$ cat src/rtl/lshift_seq_pkg.sv
// Shared FPU definitions for the multi-cycle scale-up unit.
// Provides the FP32 field helpers, the special exponent values, the FPU
// op-code constants and the IDLE/SHIFT/DONE state encoding used by
// lshift_seq and fp_double_step.
// Optional build macro seen by users of this package: LSHIFT_SAT_EN.
package lshift_seq_pkg;

    localparam logic [7:0] EXP_INF     = 8'hFF;
    localparam logic [7:0] EXP_MAX_FIN = 8'hFE;

    localparam logic [3:0] OP_LSHIFT = 4'd7;
    localparam logic [3:0] OP_RSHIFT = 4'd8;

    typedef enum logic [1:0] {
        ST_IDLE  = 2'd0,
        ST_SHIFT = 2'd1,
        ST_DONE  = 2'd2
    } state_t;

    function automatic logic fp_sign(input logic [31:0] v);
        return v[31];
    endfunction

    function automatic logic [7:0] fp_exp(input logic [31:0] v);
        return v[30:23];
    endfunction

    function automatic logic [22:0] fp_man(input logic [31:0] v);
        return v[22:0];
    endfunction

endpackage

$ cat src/rtl/lshift_seq_fp_double_step.sv
// fp_double_step: combinational single doubling of an FP32 value.
// Ports:
//   val_in   in  32  value to double (never Inf/NaN or zero when used)
//   val_out  out 32  doubled value
//   ovf      out 1   doubling left the finite range
// Build macro LSHIFT_SAT_EN: when defined an overflowing step saturates to
// the largest finite magnitude, otherwise it produces infinity.
module fp_double_step
    import lshift_seq_pkg::*;
(
    input  logic [31:0] val_in,
    output logic [31:0] val_out,
    output logic        ovf
);

    logic        sign;
    logic [7:0]  exp;
    logic [22:0] man;

    assign sign = fp_sign(val_in);
    assign exp  = fp_exp(val_in);
    assign man  = fp_man(val_in);

    always_comb begin
        val_out = val_in;
        ovf     = 1'b0;
        if (exp == 8'd0) begin
            // Denormal: shifting the mantissa up carries its top bit into
            // the exponent field, so a leading 1 turns it into exp=1.
            val_out = {sign, 7'd0, man[22], man[21:0], 1'b0};
        end else if (exp == EXP_MAX_FIN) begin
            ovf = 1'b1;
`ifdef LSHIFT_SAT_EN
            val_out = {sign, EXP_MAX_FIN, 23'h7FFFFF};
`else
            val_out = {sign, EXP_INF, 23'd0};
`endif
        end else if (exp != EXP_INF) begin
            val_out = {sign, exp + 8'd1, man};
        end
    end

endmodule

$ cat src/rtl/lshift_seq.sv
// lshift_seq: multi-cycle FP32 scale-up, result = a * 2^shamt, one doubling
// per clock, with valid/ready handshakes on input and output.
// Ports:
//   clk, rst               clock and synchronous active-high reset
//   in_valid / in_ready    request handshake (in_ready high only in IDLE)
//   a, operation, shamt    operand, FPU op code (must equal OP_CODE), doublings
//   lshift_out, Overflow   result and overflow flag, stable while out_valid
//   out_valid / out_ready  result handshake
// Build macro LSHIFT_SAT_EN selects saturation instead of infinity on overflow.
module lshift_seq
    import lshift_seq_pkg::*;
#(
    parameter logic [3:0] OP_CODE = OP_LSHIFT,
    parameter int         SHAMT_W = 5
) (
    input  logic               clk,
    input  logic               rst,
    input  logic               in_valid,
    output logic               in_ready,
    input  logic [31:0]        a,
    input  logic [3:0]         operation,
    input  logic [SHAMT_W-1:0] shamt,
    output logic [31:0]        lshift_out,
    output logic               Overflow,
    output logic               out_valid,
    input  logic               out_ready
);

    localparam logic [SHAMT_W-1:0] CNT_ONE = SHAMT_W'(1);

    state_t             state_q, state_d;
    logic [31:0]        val_q, val_d;
    logic [SHAMT_W-1:0] cnt_q, cnt_d;
    logic               ovf_q, ovf_d;

    logic [31:0]        step_val;
    logic               step_ovf;
    logic               early_done;

    fp_double_step u_step (
        .val_in  (val_q),
        .val_out (step_val),
        .ovf     (step_ovf)
    );

    // Zero shift, Inf/NaN and signed zero need no work and skip SHIFT.
    assign early_done = (shamt == '0) || (fp_exp(a) == EXP_INF) || (a[30:0] == 31'd0);

    always_comb begin
        state_d = state_q;
        val_d   = val_q;
        cnt_d   = cnt_q;
        ovf_d   = ovf_q;
        unique case (state_q)
            ST_IDLE: begin
                if (in_valid && (operation == OP_CODE)) begin
                    val_d   = a;
                    cnt_d   = shamt;
                    ovf_d   = 1'b0;
                    state_d = early_done ? ST_DONE : ST_SHIFT;
                end
            end
            ST_SHIFT: begin
                val_d = step_val;
                cnt_d = cnt_q - CNT_ONE;
                if (step_ovf) begin
                    ovf_d   = 1'b1;
                    state_d = ST_DONE;
                end else if (cnt_q == CNT_ONE) begin
                    state_d = ST_DONE;
                end
            end
            ST_DONE: begin
                if (out_ready) begin
                    state_d = ST_IDLE;
                end
            end
            default: state_d = ST_IDLE;
        endcase
    end

    always_ff @(posedge clk) begin
        if (rst) begin
            state_q <= ST_IDLE;
            val_q   <= '0;
            cnt_q   <= '0;
            ovf_q   <= 1'b0;
        end else begin
            state_q <= state_d;
            val_q   <= val_d;
            cnt_q   <= cnt_d;
            ovf_q   <= ovf_d;
        end
    end

    assign in_ready   = (state_q == ST_IDLE);
    assign out_valid  = (state_q == ST_DONE);
    assign lshift_out = val_q;
    assign Overflow   = ovf_q;

endmodule

$ cat config.mk
export PLATFORM = sky130hd
export DESIGN_NAME = lshift_seq
export DESIGN_NICKNAME = d
export VERILOG_FILES = /design/src/rtl/lshift_seq_pkg.sv /design/src/rtl/lshift_seq_fp_double_step.sv /design/src/rtl/lshift_seq.sv
export SDC_FILE = /design/constraint.sdc
export NUM_CORES = 1
export LEC_CHECK = 0
export ABC_AREA = 1
export CAP_MARGIN = 30
export CELL_PAD_IN_SITES_DETAIL_PLACEMENT = 1
export CELL_PAD_IN_SITES_GLOBAL_PLACEMENT = 2
export CORE_MARGIN = 2
export CORE_UTILIZATION = 28
export CTS_BUF_LIST = sky130_fd_sc_hd__clkbuf_8
export DETAILED_ROUTE_END_ITERATION = 16
export GPL_TIMING_DRIVEN = 0
export PLACE_DENSITY = 0.95
export RECOVER_POWER = 50
export SYNTH_ARGS = -nofsm -noshare
export SYNTH_HDL_FRONTEND = slang
export SYNTH_HIERARCHICAL = 1
export SYNTH_SLANG_ARGS = --single-unit
export TNS_END_PERCENT = 100
$ cat constraint.sdc
create_clock -name clk -period 3.7 [get_ports clk]
set_input_delay 0.74 -clock clk [delete_from_list [all_inputs] [get_ports clk]]
set_output_delay 0.74 -clock clk [all_outputs]
set_load 0.01 [all_outputs]
---- Word-level counts from Yosys, hierarchy flattened ----
Index checks and enable logic that the tools add are counted.
storage, ports and cells
  bits in registers ....................... 40
  bits in latches ......................... 0
  RAM bits ................................ 0
  ROM bits ................................ 0
  input bits .............................. 45
  output and inout bits ................... 35
  word-level logic and storage cells ...... 54
  memories ................................ 0
cells by class
  add/sub/neg operators ................... 2
  $mul .................................... 0
  div/mod/pow operators ................... 0
  order comparisons ....................... 0
  equal/unequal tests ..................... 13
  shift-type cells ........................ 0
  muxes and demuxes ....................... 18
  bitwise operators ....................... 1
  reductions and logical operators ........ 14
operator list
  operator                                             count
  2-to-1 mux 32 bit                                    3
  case mux 32 bit (2 select lines)                     1
  logical NOT 31 bit                                   1
  2-to-1 mux 31 bit                                    1
  equality test 8 bit, second input constant           2
  AND reduction 3 bit                                  5
  2-to-1 mux 2 bit                                     5
  case mux 5 bit (2 select lines)                      1
  adder 8 x 1 -> 8 bit, second input constant          1
  logical NOT 8 bit                                    1
  != test 8 bit, second input constant                 1
  case mux 2 bit (3 select lines)                      1
  equality test 5 x 1 -> 1 bit, second input constant  1
  logical NOT 5 bit                                    1
  2-to-1 mux 5 bit                                     1
  subtractor 5 x 1 -> 5 bit, second input constant     1
  equality test 4 x 3 -> 1 bit, second input constant  1
  2-to-1 mux 1 bit                                     4
  != test 2 x 1 -> 1 bit, second input constant        2
  != test 4 x 1 -> 1 bit, second input constant        1
  != test 3 x 1 -> 1 bit, second input constant        1
  != test 3 bit, second input constant                 1
  equality test 2 x 1 -> 1 bit, second input constant  1
  equality test 2 bit, second input constant           1
  8 further kinds                                      9

---- Longest topological paths before layout ----
  depth in word-level cells ............... 6
  gate-level depth with buffers ........... 12
  depth with buffers taken out ............ 12

---- Hierarchy ----
The synthesis kept the hierarchy.
modules (own cells, without submodules)
  module          instances  cells an instance  area an instance (sq um)  seq. area each (sq um)
  lshift_seq      1          367                2368.5                    800.8
  fp_double_step  1          132                673.1                     0.0

---- Least setup slack after synthesis ----
Ideal clock, no wire load.
  path type ............................... input -> register
  start point ............................. in operation[3]
  end point ............................... reg val_q[10], in the netlist lshift_out[10]
  setup time .............................. 0.116 ns
  data arrival time ....................... 1.530 ns
  data required time ...................... 3.584 ns
  setup slack ............................. 2.054 ns
  stages .................................. 10
  path buffers ............................ 2
  path through ............................ inv_1 nand2_1 nor2_1 nand3_2 nand2_2 buf_12 inv_12 buf_12 nor2_2 nor2_1
between the ends
  word-level cells in the longest chain between the ends .. 4
RTL lines
  element                                  RTL line          RTL
  start, declared                          lshift_seq.sv:21  input logic [3:0] operation,
  equality test 4 x 3 -> 1 bit             lshift_seq.sv:56  if (in_valid && (operation == OP_CODE)) begin
  logical AND 1 bit                        lshift_seq.sv:56
  != test 2 x 1 -> 1 bit (no source line)  --
  AND reduction 3 bit (no source line)     --
  end signal, assigned                     lshift_seq.sv:90  val_q <= val_d;
  end, declared                            lshift_seq.sv:32  logic [31:0] val_q, val_d;
Every way passes these cells.
A chain may end at the register's enable or synchronous reset.

---- Worst setup path after layout ----
  start point ............................. in operation[0]
  end point ............................... reg val_q[1], in the netlist lshift_out[1]
The elaborated chain is that of the path after synthesis.

==> results.md <==
* Status: finished clean
* Cells after synthesis at between 400 and 500
* Setup crit start kind: input port
* Die height at 108.2 um
* Global-route wire length before repair at 17340 um
* Overflow after GRT at 0
* Vias after detailed routing at 3493
* Most common cell in the netlist: nand2_1
* Required time worst endpoint at 3900 ps
* CTS root buf: clkbuf_8
* Syn avg cell area at 6.096 sq um
* Antenna violations before repair at 0
* Final core utilization at 37.65%
* DR pass1 iterations at 4
* Fill cells at 1456
* Final min period at 2790 ps
* Area of the mapped netlist at 0.003042 sq mm
* Final ANT Viol Nets at 0
* Max clock buf depth at 2
* Hold Path Class: reg -> reg
* Setup Buffers After CTS at 0
* Vias in the first global route at 3636
* ANT cells at 0
* Peak VDD IR at 0.1368 mV
* Final Skew at 11.40 ps
* Critical path class: in -> reg
* Dominant cell type by area after synthesis: dfxtp_1
* GPL Wtd Cong at 0.8229
* Reg clk slew, reported paths at 80 ps
* Final instance area at 0.004028 sq mm
* H-tree levels at 2
* Area grow syn2layout at 32.41%
* Total GRT Usage at 18.60%
* Largest cells by area after synthesis: dfxtp_1 26%, nand2_1 21%, nand3_1 9.7%
* Footprint of the multi-input gates at 0.001841 sq mm
* Setup TNS at 0 ps
* Async SR Flop Fraction at 0%
* CP arrival at 2990 ps
* Synth cell types at 30
* Clk_lat worst skew at 310 ps
* Fin. max-slew vios at 0
* Largest net degree at the start of global routing at 12
* Worst r2r src: state_q[0]$_SDFFE_PP0P_
* Hold_ws at 479.6 ps
* Slowest stage cell, crit path: clkbuf_1
* Synth top cells by count: 169 x nand2_1, 77 x nor2_1, 59 x nand3_1
* Seq/Total Area, Yosys at approximately a quarter
* Avg WL per Cell at 14.59 um
* Layout cells sized above 1 at 11.62%
* Max-cap violations at 0
* DR vias/cell at 4.818
* Final WL at roughly 11000 um
* Initial Util at 28.43%
* Die width at around 110 um
* Die ar. at between 0.01 and 0.015 sq mm
* Final Hold Fails at 0
* Total I/O pin count at 80
* #FFs+latches synth at 40
* Lkg Pwr at 0.001931 uW
* CP Cell Sequence: dlygate4sd3_1 > nand2_1 > nor2_1 > nand3_1 > nand2_1 > clkbuf_1 > inv_12 > clkbuf_1 > nor2_2 > nor2_1
* Yosys warnings at 6
* Top-area cell type share of the netlist area at between 20% and 30%
* CTS tree: done
* Port bufs at 79
* Critical path origin: operation[0]
* CTS Hold Bufs at 0
* Non-Filler Instances at approximately 730
* Register Area at approximately 800 sq um
* PwrDens at 279.8 mW/mm^2
* Core box area at 0.01070 sq mm
* Placed cells at 718
* Actual slew at the worst max-slew pin at between 700 and 800 ps
* Final period utilization at 75.41%
* Fmax at 0.3584 GHz
* # nets final at approximately 640
* Final Setup Violations at 0
* Crit end category: flop
* Rel. slew slack at 46.83%
* Initial DRC count at 140
* Worst-path fanout max at 10
* TritonCTS Buffers at 5
* Post-DP HPWL at 8197 um
* Area after DPL at 0.004008 sq mm
* Worst path max stage delay at 610 ps
* Ys flop type: dfxtp_1
* RSZ-0062 raised after global routing: no
* HP Start: Overflow$_SDFFE_PP0P_
* FP Rows at 38
* CTS Sinks at 40
* Syn_nets at 549
* Post-synth EDFFs at 0
* Post-CTS sizing at 0
* DR DRC count at 0
per-layer routing:
| metal | up-vias | track usage, % | routed length, um |
|---|---|---|---|
| met5 | - | 0 | 0 |
| met4 | 0 | 4.396 | 127 |
| met3 | 14 | 3.195 | 476 |
| met2 | 77 | 32.88 | 4986 |
| met1 | 1659 | 23.52 | 4989 |
| li1 | 1743 | - | - |
cells by family after synthesis:
logic type	count (synthesis)	share of synthesized area (%)
and+or+nand+nor	349	50.06
buffers and inverters	52	12.26
AOI/OAI and AO/OA	49	8.145
DFF	40	26.33
adders and majority gates	5	2.057
xor gates and xnor gates	4	1.152
metrics by stage:
step           setup WS (ps)  power (uW)
2_1_floorplan           2054       658.3
3_3_place_gp            1411       800.9
3_5_place_dp            1392       809.9
4_1_cts                 1477        1149
5_1_grt                744.6        1186
6_report               909.7        1127
worst max-delay path, delay by kind of cell:
kind	cells	cell delay, ps
buffers and inverters	4	1580
and+or+nand+nor	6	660
area by class of cell:
class / count / area share [%]
Buffer: 27 / 5.405
Tap cell: 140 / 4.349
Sequential cell: 40 / 19.88
Multi-Input combinational cell: 407 / 45.70
Inverter: 25 / 2.641
Timing Repair Buffer: 79 / 19.63
Clock buffer: 7 / 2.392
cells in the final DEF (no fill, tap or decap), drive strengths merged, types with 5 or more instances in the layout:
cell type / synthesis / layout
dfxtp: 40 / 40
inv: 25 / 25
nand2: 172 / 172
ha: 5 / 5
buf: 25 / 22
nor2: 110 / 110
nand3: 61 / 61
clkdlybuf4s50: 0 / 54
o21ai: 43 / 43
clkbuf: 2 / 12
dlygate4sd3: 0 / 25
a21oi: 5 / 5
power by group:
group,switching (uW),internal [uW]
combinational,178,135
clock,172,167
sequential,25.0,450
total,375,752
final timing paths:
path                                                    to  slack (ps)  cells after the start
worst max-delay path            lshift_out[1]$_SDFFE_PP0P_         910                     10
worst min-delay path                 Overflow$_SDFFE_PP0P_         480                      2
worst max register to register  lshift_out[1]$_SDFFE_PP0P_        1540                      8
worst min register to register       Overflow$_SDFFE_PP0P_         480                      2
sequential cells by signal, indices dropped and copies added (netlist names):
| signal | count |
|---|---|
| Overflow | 1 |
| state_q | 2 |
| cnt_q | 5 |
| lshift_out | 32 |
No activity file was read; power rests on OpenSTA's default activity.
